**src/rtl/multicycle_control_fsm_if.sv**
```systemverilog
// Control bus between the multicycle main control FSM and the datapath.
// The master is the control FSM. It receives the opcode and the memory
// handshake, and it drives every control line plus its debug state.
// The slave is the datapath/memory side.
interface multicycle_control_fsm_if #(
  parameter int OP_W    = 6,
  parameter int ALUOP_W = 2,
  parameter int CNT_W   = 32
) ();
  // Memory handshake:
  //   - mem_read/mem_write request an access and stay high for as long as
  //     the FSM sits in an access state.
  //   - The memory raises mem_ready in the cycle that the access completes.
  //   - The FSM leaves the access state on the clock edge that ends that
  //     cycle, so a request is never withdrawn before it is acknowledged.
  //   - mem_ready has no meaning while no request is raised.
  logic [OP_W-1:0]    instr_op;
  logic               mem_ready;
  logic               pc_write;
  logic               pc_write_cond;
  logic               i_or_d;
  logic               mem_read;
  logic               mem_write;
  logic               ir_write;
  logic               mem_to_reg;
  logic               reg_dst;
  logic               reg_write;
  logic               alu_src_a;
  logic [1:0]         alu_src_b;
  logic [ALUOP_W-1:0] alu_op;
  logic [1:0]         pc_source;
  logic               illegal_op;
  logic               retire;
  logic [CNT_W-1:0]   retire_cnt;
  logic [3:0]         state;

  modport master (
    input  instr_op, mem_ready,
    output pc_write, pc_write_cond, i_or_d, mem_read, mem_write, ir_write,
           mem_to_reg, reg_dst, reg_write, alu_src_a, alu_src_b, alu_op,
           pc_source, illegal_op, retire, retire_cnt, state
  );

  modport slave (
    output instr_op, mem_ready,
    input  pc_write, pc_write_cond, i_or_d, mem_read, mem_write, ir_write,
           mem_to_reg, reg_dst, reg_write, alu_src_a, alu_src_b, alu_op,
           pc_source, illegal_op, retire, retire_cnt, state
  );
endinterface

```
**src/rtl/multicycle_control_fsm.sv**
```systemverilog
// Multicycle MIPS main control.
// A Moore FSM steps each instruction through FETCH / DECODE / EXEC / MEM / WB.
// It drives the mux selects, the write enables and the ALU op class for one
// shared ALU and one shared memory. Memory accesses stall on mem_ready.
// retire_cnt counts completed instructions and wraps silently.
// Optional feature: define JUMP_EN to decode opcode 000010 as a jump.
// Without JUMP_EN, opcode 000010 is illegal and the JUMP state is never entered.
module multicycle_control_fsm #(
  parameter int OP_W    = 6,
  parameter int ALUOP_W = 2,
  parameter int CNT_W   = 32
) (
  input  logic clk,
  input  logic rst,
  multicycle_control_fsm_if.master bus
);

  typedef enum logic [3:0] {
    S_FETCH    = 4'd0,
    S_DECODE   = 4'd1,
    S_MEM_ADDR = 4'd2,
    S_MEM_RD   = 4'd3,
    S_MEM_WB   = 4'd4,
    S_MEM_WR   = 4'd5,
    S_EXEC     = 4'd6,
    S_R_WB     = 4'd7,
    S_BRANCH   = 4'd8,
    S_JUMP     = 4'd9,
    S_ADDI_EX  = 4'd10,
    S_ADDI_WB  = 4'd11
  } state_t;

  localparam logic [OP_W-1:0] OP_RTYPE = OP_W'(6'b000000);
  localparam logic [OP_W-1:0] OP_LW    = OP_W'(6'b100011);
  localparam logic [OP_W-1:0] OP_SW    = OP_W'(6'b101011);
  localparam logic [OP_W-1:0] OP_BEQ   = OP_W'(6'b000100);
  localparam logic [OP_W-1:0] OP_ADDI  = OP_W'(6'b001000);
  localparam logic [OP_W-1:0] OP_J     = OP_W'(6'b000010);

  state_t            state_q;
  logic [OP_W-1:0]   op_q;
  logic [CNT_W-1:0]  cnt_q;
  logic              jump_op;

  logic               pc_write;
  logic               pc_write_cond;
  logic               i_or_d;
  logic               mem_read;
  logic               mem_write;
  logic               ir_write;
  logic               mem_to_reg;
  logic               reg_dst;
  logic               reg_write;
  logic               alu_src_a;
  logic [1:0]         alu_src_b;
  logic [ALUOP_W-1:0] alu_op;
  logic [1:0]         pc_source;
  logic               illegal_op;
  logic               retire;

`ifdef JUMP_EN
  assign jump_op = (bus.instr_op == OP_J);
`else
  assign jump_op = 1'b0;
`endif

  // State register plus the opcode latched in DECODE. MEM_ADDR uses the
  // latched opcode to choose between the read and the write path.
  always_ff @(posedge clk or posedge rst) begin
    if (rst) begin
      state_q <= S_FETCH;
      op_q    <= '0;
    end else begin
      case (state_q)
        S_FETCH:    if (bus.mem_ready) state_q <= S_DECODE;
        S_DECODE: begin
          op_q <= bus.instr_op;
          if (bus.instr_op == OP_RTYPE)                          state_q <= S_EXEC;
          else if (bus.instr_op == OP_LW || bus.instr_op == OP_SW) state_q <= S_MEM_ADDR;
          else if (bus.instr_op == OP_BEQ)                       state_q <= S_BRANCH;
          else if (bus.instr_op == OP_ADDI)                      state_q <= S_ADDI_EX;
          else if (jump_op)                                      state_q <= S_JUMP;
          else                                                   state_q <= S_FETCH;
        end
        S_MEM_ADDR: state_q <= (op_q == OP_LW) ? S_MEM_RD : S_MEM_WR;
        S_MEM_RD:   if (bus.mem_ready) state_q <= S_MEM_WB;
        S_MEM_WR:   if (bus.mem_ready) state_q <= S_FETCH;
        S_EXEC:     state_q <= S_R_WB;
        S_ADDI_EX:  state_q <= S_ADDI_WB;
        default:    state_q <= S_FETCH;
      endcase
    end
  end

  // Moore decode of the control lines. mem_ready only gates the FETCH load
  // and the retire of a store. Holding rst forces every line to 0, so a
  // reset in mid-instruction cannot leave a partial write behind.
  always_comb begin
    pc_write      = 1'b0;
    pc_write_cond = 1'b0;
    i_or_d        = 1'b0;
    mem_read      = 1'b0;
    mem_write     = 1'b0;
    ir_write      = 1'b0;
    mem_to_reg    = 1'b0;
    reg_dst       = 1'b0;
    reg_write     = 1'b0;
    alu_src_a     = 1'b0;
    alu_src_b     = 2'b00;
    alu_op        = '0;
    pc_source     = 2'b00;
    illegal_op    = 1'b0;
    retire        = 1'b0;
    if (!rst) begin
      case (state_q)
        S_FETCH: begin
          mem_read  = 1'b1;
          alu_src_b = 2'b01;
          ir_write  = bus.mem_ready;
          pc_write  = bus.mem_ready;
        end
        S_DECODE: begin
          alu_src_b  = 2'b11;
          illegal_op = !((bus.instr_op == OP_RTYPE) || (bus.instr_op == OP_LW) ||
                         (bus.instr_op == OP_SW) || (bus.instr_op == OP_BEQ) ||
                         (bus.instr_op == OP_ADDI) || jump_op);
        end
        S_MEM_ADDR: begin
          alu_src_a = 1'b1;
          alu_src_b = 2'b10;
        end
        S_MEM_RD: begin
          mem_read = 1'b1;
          i_or_d   = 1'b1;
        end
        S_MEM_WB: begin
          reg_write  = 1'b1;
          mem_to_reg = 1'b1;
          retire     = 1'b1;
        end
        S_MEM_WR: begin
          mem_write = 1'b1;
          i_or_d    = 1'b1;
          retire    = bus.mem_ready;
        end
        S_EXEC: begin
          alu_src_a = 1'b1;
          alu_op    = ALUOP_W'(2'b10);
        end
        S_R_WB: begin
          reg_write = 1'b1;
          reg_dst   = 1'b1;
          retire    = 1'b1;
        end
        S_BRANCH: begin
          alu_src_a     = 1'b1;
          alu_op        = ALUOP_W'(2'b01);
          pc_write_cond = 1'b1;
          pc_source     = 2'b01;
          retire        = 1'b1;
        end
`ifdef JUMP_EN
        S_JUMP: begin
          pc_write  = 1'b1;
          pc_source = 2'b10;
          retire    = 1'b1;
        end
`endif
        S_ADDI_EX: begin
          alu_src_a = 1'b1;
          alu_src_b = 2'b10;
        end
        S_ADDI_WB: begin
          reg_write = 1'b1;
          retire    = 1'b1;
        end
        default: ;
      endcase
    end
  end

  // Retired-instruction counter. It advances on the edge that ends a
  // retire cycle and wraps to 0 without any flag.
  always_ff @(posedge clk or posedge rst) begin
    if (rst) cnt_q <= '0;
    else if (retire) cnt_q <= cnt_q + CNT_W'(1);
  end

  assign bus.pc_write      = pc_write;
  assign bus.pc_write_cond = pc_write_cond;
  assign bus.i_or_d        = i_or_d;
  assign bus.mem_read      = mem_read;
  assign bus.mem_write     = mem_write;
  assign bus.ir_write      = ir_write;
  assign bus.mem_to_reg    = mem_to_reg;
  assign bus.reg_dst       = reg_dst;
  assign bus.reg_write     = reg_write;
  assign bus.alu_src_a     = alu_src_a;
  assign bus.alu_src_b     = alu_src_b;
  assign bus.alu_op        = alu_op;
  assign bus.pc_source     = pc_source;
  assign bus.illegal_op    = illegal_op;
  assign bus.retire        = retire;
  assign bus.retire_cnt    = cnt_q;
  assign bus.state         = state_q;

endmodule

```
**src/flat_wrapper.sv**
```systemverilog
// flat-port wrapper written by rule: the top's interface ports become plain ports
module multicycle_control_fsm_flat 
#(
  parameter int OP_W    = 6,
  parameter int ALUOP_W = 2,
  parameter int CNT_W   = 32
)
  (clk, rst, bus_instr_op, bus_mem_ready, bus_pc_write, bus_pc_write_cond, bus_i_or_d, bus_mem_read, bus_mem_write, bus_ir_write, bus_mem_to_reg, bus_reg_dst, bus_reg_write, bus_alu_src_a, bus_alu_src_b, bus_alu_op, bus_pc_source, bus_illegal_op, bus_retire, bus_retire_cnt, bus_state);
  multicycle_control_fsm_if #(.OP_W(OP_W), .ALUOP_W(ALUOP_W), .CNT_W(CNT_W)) bus_i ();
  input  logic clk;
  input  logic rst;
  input wire logic [$bits(bus_i.instr_op)-1:0] bus_instr_op;
  input wire logic [$bits(bus_i.mem_ready)-1:0] bus_mem_ready;
  output wire logic [$bits(bus_i.pc_write)-1:0] bus_pc_write;
  output wire logic [$bits(bus_i.pc_write_cond)-1:0] bus_pc_write_cond;
  output wire logic [$bits(bus_i.i_or_d)-1:0] bus_i_or_d;
  output wire logic [$bits(bus_i.mem_read)-1:0] bus_mem_read;
  output wire logic [$bits(bus_i.mem_write)-1:0] bus_mem_write;
  output wire logic [$bits(bus_i.ir_write)-1:0] bus_ir_write;
  output wire logic [$bits(bus_i.mem_to_reg)-1:0] bus_mem_to_reg;
  output wire logic [$bits(bus_i.reg_dst)-1:0] bus_reg_dst;
  output wire logic [$bits(bus_i.reg_write)-1:0] bus_reg_write;
  output wire logic [$bits(bus_i.alu_src_a)-1:0] bus_alu_src_a;
  output wire logic [$bits(bus_i.alu_src_b)-1:0] bus_alu_src_b;
  output wire logic [$bits(bus_i.alu_op)-1:0] bus_alu_op;
  output wire logic [$bits(bus_i.pc_source)-1:0] bus_pc_source;
  output wire logic [$bits(bus_i.illegal_op)-1:0] bus_illegal_op;
  output wire logic [$bits(bus_i.retire)-1:0] bus_retire;
  output wire logic [$bits(bus_i.retire_cnt)-1:0] bus_retire_cnt;
  output wire logic [$bits(bus_i.state)-1:0] bus_state;
  assign bus_i.instr_op = bus_instr_op;
  assign bus_i.mem_ready = bus_mem_ready;
  assign bus_pc_write = bus_i.pc_write;
  assign bus_pc_write_cond = bus_i.pc_write_cond;
  assign bus_i_or_d = bus_i.i_or_d;
  assign bus_mem_read = bus_i.mem_read;
  assign bus_mem_write = bus_i.mem_write;
  assign bus_ir_write = bus_i.ir_write;
  assign bus_mem_to_reg = bus_i.mem_to_reg;
  assign bus_reg_dst = bus_i.reg_dst;
  assign bus_reg_write = bus_i.reg_write;
  assign bus_alu_src_a = bus_i.alu_src_a;
  assign bus_alu_src_b = bus_i.alu_src_b;
  assign bus_alu_op = bus_i.alu_op;
  assign bus_pc_source = bus_i.pc_source;
  assign bus_illegal_op = bus_i.illegal_op;
  assign bus_retire = bus_i.retire;
  assign bus_retire_cnt = bus_i.retire_cnt;
  assign bus_state = bus_i.state;
  multicycle_control_fsm #(.OP_W(OP_W), .ALUOP_W(ALUOP_W), .CNT_W(CNT_W)) u_core (.clk(clk), .rst(rst), .bus(bus_i));
endmodule
```
**config.mk**
```make
export PLATFORM = sky130hd
export DESIGN_NAME = multicycle_control_fsm_flat
export DESIGN_NICKNAME = d
export VERILOG_FILES = /design/src/rtl/multicycle_control_fsm_if.sv /design/src/rtl/multicycle_control_fsm.sv /design/src/flat_wrapper.sv
export SDC_FILE = /design/constraint.sdc
export NUM_CORES = 1
export LEC_CHECK = 0
export CAP_MARGIN = 20
export CORE_MARGIN = 5
export CORE_UTILIZATION = 48
export DETAILED_ROUTE_END_ITERATION = 12
export PLACE_DENSITY_LB_ADDON = 0.3
export SYNTH_ARGS = -nofsm -noshare
export SYNTH_HDL_FRONTEND = slang
export SYNTH_SLANG_ARGS = --single-unit
```
**constraint.sdc**
```tcl
create_clock -name clk -period 2.8 [get_ports clk]
set_clock_uncertainty 0.1 [all_clocks]
set_input_delay 0.56 -clock clk [delete_from_list [all_inputs] [get_ports clk]]
set_output_delay 0.56 -clock clk [all_outputs]
set_load 0.005 [all_outputs]
```
==> results_dict.tcl, run 1 <==
set metrics [dict create \
    grt_pass1_wl_mm 9.00 \
    root_buffer "clkbuf_8" \
    maxSlewHeadroom_pct 60.4 \
    hold_path_class "reg -> reg" \
    hold_buffers 0 \
    cpMaxStageDelayCell "clkdlybuf4s50_1" \
    drive_gt1_share_pct 15.2 \
    ys.flop_type "dfrtp_1" \
    yosysTopAreaCell "dfrtp_1" \
    status "finished clean" \
    p_leak_nw 1.39 \
    power_mw 1.35 \
    fin_cells 363 \
    drt_first_pass_iters 4 \
    cts_made_buffers 5 \
    ys_types 45 \
    grt_max_degree 31 \
    synth-edff-count 0 \
    async_reset_ff_share_pct 100 \
    multi_input_area_mm2 0.00117 \
    period_needed_ns 2.71 \
    wl_per_cell_um 14.4 \
    cp_max_fo 2 \
    avgSynthCellArea_um2 9.83 \
    htreeDepth 2 \
    rows 25 \
    boundaryPins 63 \
    tightestPinTransition_ns 0.591 \
    regArea_mm2 0.00105 \
    drtAntennaViolNets 0 \
    fin_crit_sh_pct 96.6 \
    die_width_um 79.1 \
    ir_worst_vdd_uv 321 \
    syn_inst 233 \
    worst_setup_path_end_kind "primary output" \
    slew_viol_final 0 \
    crit_arrival_ns 2.05 \
    initial_core_util_pct 48.8 \
    area_delta_synth_final_pct 37.6 \
    track_usage_pct 18.0 \
    hold_depth 1 \
    via_count 1964 \
    setup_viol 0 \
    yosysSeqAreaShare_pct 45.9 \
    num_antenna_cells 0 \
    antenna_found_initial 0 \
    synth_area_leaders "dfrtp_1, xnor2_1, xor2_1" \
    placed_cells 352 \
    gp_congestion 0.824 \
    fmax_mhz 370 \
    hold_violations 0 \
    required_ns 2.14 \
    rsz0062_at_grt "yes" \
    grt_pass1_vias 1921 \
    num-fill-cells 390 \
    fin_nets 318 \
    netlist_area_mm2 0.00229 \
    avgViaCountPerCell 5.41 \
    insertion_delay_ns 0.29 \
    wl_mm 5.22 \
    crit_type "in -> out" \
    io_buffers 61 \
    powerDensity_mw_per_mm2 427 \
    crit_path_max_incr_delay_ns 0.42 \
    globalRoute.totalOverflow 0 \
    synth_warnings 0 \
    clk_path_buf_depth 2 \
    die_h_um 79.1 \
    startpoint_type "input pin" \
    ys_ff_latch 42 \
    dieArea_mm2 0.00625 \
    max_cap_violations 0 \
    yosysMostFrequentCell "dfrtp_1" \
    cts.sinks 42 \
    crit_chain "clkdlybuf4s50_1, or3_4, a21oi_2, a41oi_1, o211a_1, dlygate4sd2_1" \
    post-route-drc-count 0 \
    synth_common_cells "dfrtp_1, xnor2_1, nand2_1, nor2_1, nand3_1" \
    r2r_cells 5 \
    synth_top_area_share_pct 45.9 \
    cts_tree "built" \
    synth.net_count 243 \
    place_hpwl_mm 3.84 \
    coreArea_mm2 0.00469 \
    clk_pin_slew_worst_paths_ns 0.07 \
    drt_iter0_markers 102 \
]
[routing by layer]
layer	global-route usage [%]	part of all wire, %	vias to the layer above
met2	28.8	49	40
met5	0	0	-
met3	4.20	4.4	5
li1	-	-	966
met1	24.3	45	953
met4	5.84	1.0	0
[final timing paths]
kind                                           start                   endpoint  slack, ns
max in group asynchronous                        rst        u_core.bus.state[0]       1.51
setup / recovery                     bus_instr_op[0]             bus_illegal_op       0.09
min in group asynchronous                        rst        u_core.bus.state[2]       0.71
hold reg to reg            u_core.bus.retire_cnt[31]  u_core.bus.retire_cnt[31]       0.38
setup reg to reg                 u_core.bus.state[2]  u_core.bus.retire_cnt[23]       0.78
hold / removal             u_core.bus.retire_cnt[31]  u_core.bus.retire_cnt[31]       0.38
[final cells by class]
type | count | share of cell area, %
repair buffers | 80 | 23.9
well taps | 54 | 2.14
multi-input cells | 175 | 37.2
clock inverters | 1 | 0.159
flip-flops and latches | 42 | 33.4
inverters | 4 | 0.477
clock buffers | 7 | 2.74
[sequential cells by signal, summed over array words and instances (netlist names)]
name and count:
u_core.bus.state 4, u_core.bus.retire_cnt 32, u_core.op_q 6
[timing repair]
| action | 4_1_cts | 5_1_grt |
|---|---|---|
| endpoints found under the setup margin | 2 | 4 |
| setup buffers | 0 | 3 |
| gates resized for setup | 4 | 2 |
[cell usage in the layout (no fill, tap or decap), types with 2 or more instances in the layout]
| cell type | count |
|---|---|
| nand2b_1 | 5 |
| dfrtp_2 | 2 |
| and3_1 | 9 |
| nor2_1 | 20 |
| nor4_1 | 5 |
| nand2_1 | 20 |
| mux2_2 | 6 |
| nor3_2 | 2 |
| inv_2 | 2 |
| dfrtp_1 | 40 |
| clkbuf_8 | 6 |
| xnor2_1 | 22 |
| clkdlybuf4s50_1 | 60 |
| nand3_1 | 16 |
| or3_1 | 2 |
| nor2b_1 | 3 |
| buf_4 | 19 |
| xor2_1 | 12 |
| a21oi_1 | 6 |
| o21ai_0 | 3 |
| nand4_1 | 10 |
| and4_1 | 2 |
| nor3_1 | 10 |
[cell families after synthesis]
| logic type | Yosys count | synth area share [%] |
|---|---|---|
| buffers and inverters | 16 | 3.55 |
| muxes | 6 | 2.95 |
| and+or+nand+nor | 114 | 28.3 |
| adders and majority gates | 1 | 0.546 |
| xor gates and xnor gates | 34 | 13.0 |
| AOI/OAI and AO/OA | 19 | 5.57 |
| other | 1 | 0.164 |
| DFF | 42 | 45.9 |
[report_power, final]
| group | internal, mW | switching, mW | total, mW |
|---|---|---|---|
| clock | 0.199 | 0.193 | 0.392 |
| combinational | 0.148 | 0.105 | 0.253 |
| sequential | 0.653 | 0.0484 | 0.701 |
[stage by stage]
step	util, %	setup slack, ns	hold slack [ns]	setup TNS [ns]	area [µm²]
after floorplan	-	0.00273	0.365	0	2290
after global placement	64.4	-0.0538	0.360	-0.0538	3020
after detailed placement	64.4	-0.125	0.365	-0.125	3020
after CTS	66.5	0.0793	0.379	0	3120
after global routing	67.1	-0.00796	0.398	-0.0100	3150
final	67.1	0.0943	0.375	0	3150
[critical path, delay by kind of cell]
family | cells | cell delay (ns)
simple gates | 1 | 0.40
compound gates | 3 | 0.42
buf+inv | 2 | 0.68
No activity file was read; power rests on OpenSTA's default activity.
==> inputs of run 2 (changes only) <==
--- a/config.mk
+++ b/config.mk
@@ -6,8 +6,10 @@
 export NUM_CORES = 1
 export LEC_CHECK = 0
 export CAP_MARGIN = 20
+export CORE_ASPECT_RATIO = 1.5
 export CORE_MARGIN = 5
-export CORE_UTILIZATION = 48
+export CORE_UTILIZATION = 50
+export CTS_BUF_LIST = sky130_fd_sc_hd__clkbuf_8
 export DETAILED_ROUTE_END_ITERATION = 12
 export PLACE_DENSITY_LB_ADDON = 0.3
 export SYNTH_ARGS = -nofsm -noshare
==> run 2 against run 1 <==
- die area decreased by 3.0%
- clock-buffer cell count decreased by 2
- sequential share of layout area up 0.58 points
- register-to-register slack hardly changed
- largest cell class unchanged
==> results_dict.tcl, run 2 (synthesis results as in run 1) <==
set metrics [dict create \
    worst_setup_path_end_kind "primary output" \
    required_ns 2.14 \
    netSwitchingPower_uw 352 \
    num_antenna_cells 0 \
    fmax_mhz 371 \
    pwr-share-clk_pct 28.5 \
    antenna_found_initial 0 \
    clk_pin_slew_worst_paths_ns 0.07 \
    drt_iter0_markers 110 \
    avgViaCountPerCell 5.59 \
    fin_crit_sh_pct 96.4 \
    drt-met1-wl_mm 2.17 \
    area_delta_synth_final_pct 35.2 \
    rsz0062_at_grt "no" \
    top_layer "met4" \
    cp_max_fo 2 \
    root_buffer "clkbuf_8" \
    period_needed_ns 2.70 \
    wl_mm 5.11 \
    fin_cells 353 \
    boundaryPins 63 \
    globalRoute.totalOverflow 0 \
    crit_arrival_ns 2.04 \
    p_int_uw 963 \
    coreArea_mm2 0.00447 \
    post_cts_buffers 0 \
    io_buffers 61 \
    final_cell_mix "clkdlybuf4s50_1, dfrtp_1, xnor2_1, nand2_1, nor2_1" \
    r2r_cells 6 \
    comb_power_share_pct 18.1 \
    setup_viol 0 \
    num-fill-cells 376 \
    wl_per_cell_um 14.5 \
    max_cap_violations 0 \
    via_count 1974 \
    tightestPinTransition_ns 0.571 \
    hold_violations 0 \
    largest_register_ffs 32 \
    placed_cells 345 \
    dpl_cell_area_mm2 0.00301 \
    rr_startpoint "u_core.bus.state[3]" \
    p_leak_nw 1.38 \
    startpoint_type "input pin" \
    drt_first_pass_iters 4 \
    dieArea_mm2 0.00606 \
    post-route-drc-count 0 \
    htreeDepth 2 \
    cts.sinks 42 \
    track_usage_pct 18.5 \
    crit_type "in -> out" \
    cts_tree "built" \
    die_width_um 65.3 \
    gp_congestion 0.833 \
    final_util_pct 69.3 \
    drive_gt1_share_pct 13.4 \
    status "finished clean" \
    place_hpwl_mm 3.83 \
    drtAntennaViolNets 0 \
    r2r_slack_ns 0.79 \
    hold_path_class "in -> async" \
    fin_nets 314 \
    swShare_pct 26.8 \
    die_h_um 92.9 \
    maxSlewHeadroom_pct 61.7 \
    powerDensity_mw_per_mm2 425 \
    cts_made_buffers 5 \
    clk_path_buf_depth 2 \
    seqPwrFrac_pct 53.3 \
    grt_pass1_wl_mm 8.89 \
    layout_commonest_cell "clkdlybuf4s50_1" \
    slew_viol_final 0 \
    grt_pass1_vias 1954 \
    ir_worst_vdd_uv 357 \
    initial_core_util_pct 51.3 \
    rows 30 \
    design_area_mm2 0.00310 \
    wl_met2_mm 2.60 \
    wl_met3_um 258 \
    grt_max_degree 42 \
    insertion_delay_ns 0.30 \
    hold_buffers 0 \
    r2r-end "u_core.bus.state[2]" \
]
[run 2: per-stage QoR]
stage | power, mW | hold WS [ns] | setup TNS (ns) | setup slack (ns)
2_1_floorplan | 0.838 | 0.365 | 0 | 0.00273
3_3_place_gp | 0.948 | 0.360 | -0.0508 | -0.0508
3_5_place_dp | 0.955 | 0.363 | -0.0888 | -0.0888
4_1_cts | 1.33 | 0.387 | 0 | 0.0337
5_1_grt | 1.40 | 0.169 | 0 | 0.0170
6_report | 1.32 | 0.168 | 0 | 0.102
[run 2: power by group through the flow]
stage	sequential, mW	clock (mW)	combinational (mW)
finish	0.701	0.375	0.238
global route	0.710	0.422	0.264
CTS	0.701	0.391	0.243
detailed placement	0.712	0	0.243
global placement	0.710	0	0.238
floorplan	0.698	0	0.140
[run 2: worst max-delay path: stages]
cell,delay [ns]
clkdlybuf4s50_1,0.41
or3_1,0.39
a21oi_1,0.14
a41oi_1,0.06
o211a_1,0.22
dlygate4sd2_1,0.26
[run 2: timing repair]
action,in CTS,in global routing
pin swaps,0,0
hold endpoints to repair,0,0
setup endpoints to repair,1,12
resized for setup,1,4
[run 2: cell type report]
type	count	area, µm²	share of cell area [%]
Sequential cell	42	1050	34.0
Multi-Input combinational cell	175	1160	37.4
Inverter	4	15.0	0.485
Clock inverter	3	17.5	0.566
Tap cell	48	60.1	1.94
Clock buffer	5	68.8	2.22
Timing Repair Buffer	76	724	23.4
[run 2: layer usage]
layer / vias to the layer above / track usage (%)
met3: 9 / 5.34
met4: 0 / 6.40
met1: 940 / 22.9
li1: 959 / -
met5: - / 0
met2: 66 / 30.3
[run 2: worst max path at each step]
stage | from | cells past startpoint | end
global placement | bus_instr_op[0] | 6 | bus_illegal_op
CTS | u_core.bus.state[0] | 6 | bus_reg_write
global route | bus_mem_ready | 6 | bus_retire
finish | bus_instr_op[0] | 6 | bus_illegal_op
detailed placement | bus_instr_op[0] | 6 | bus_illegal_op
floorplan | rst | 4 | bus_pc_write
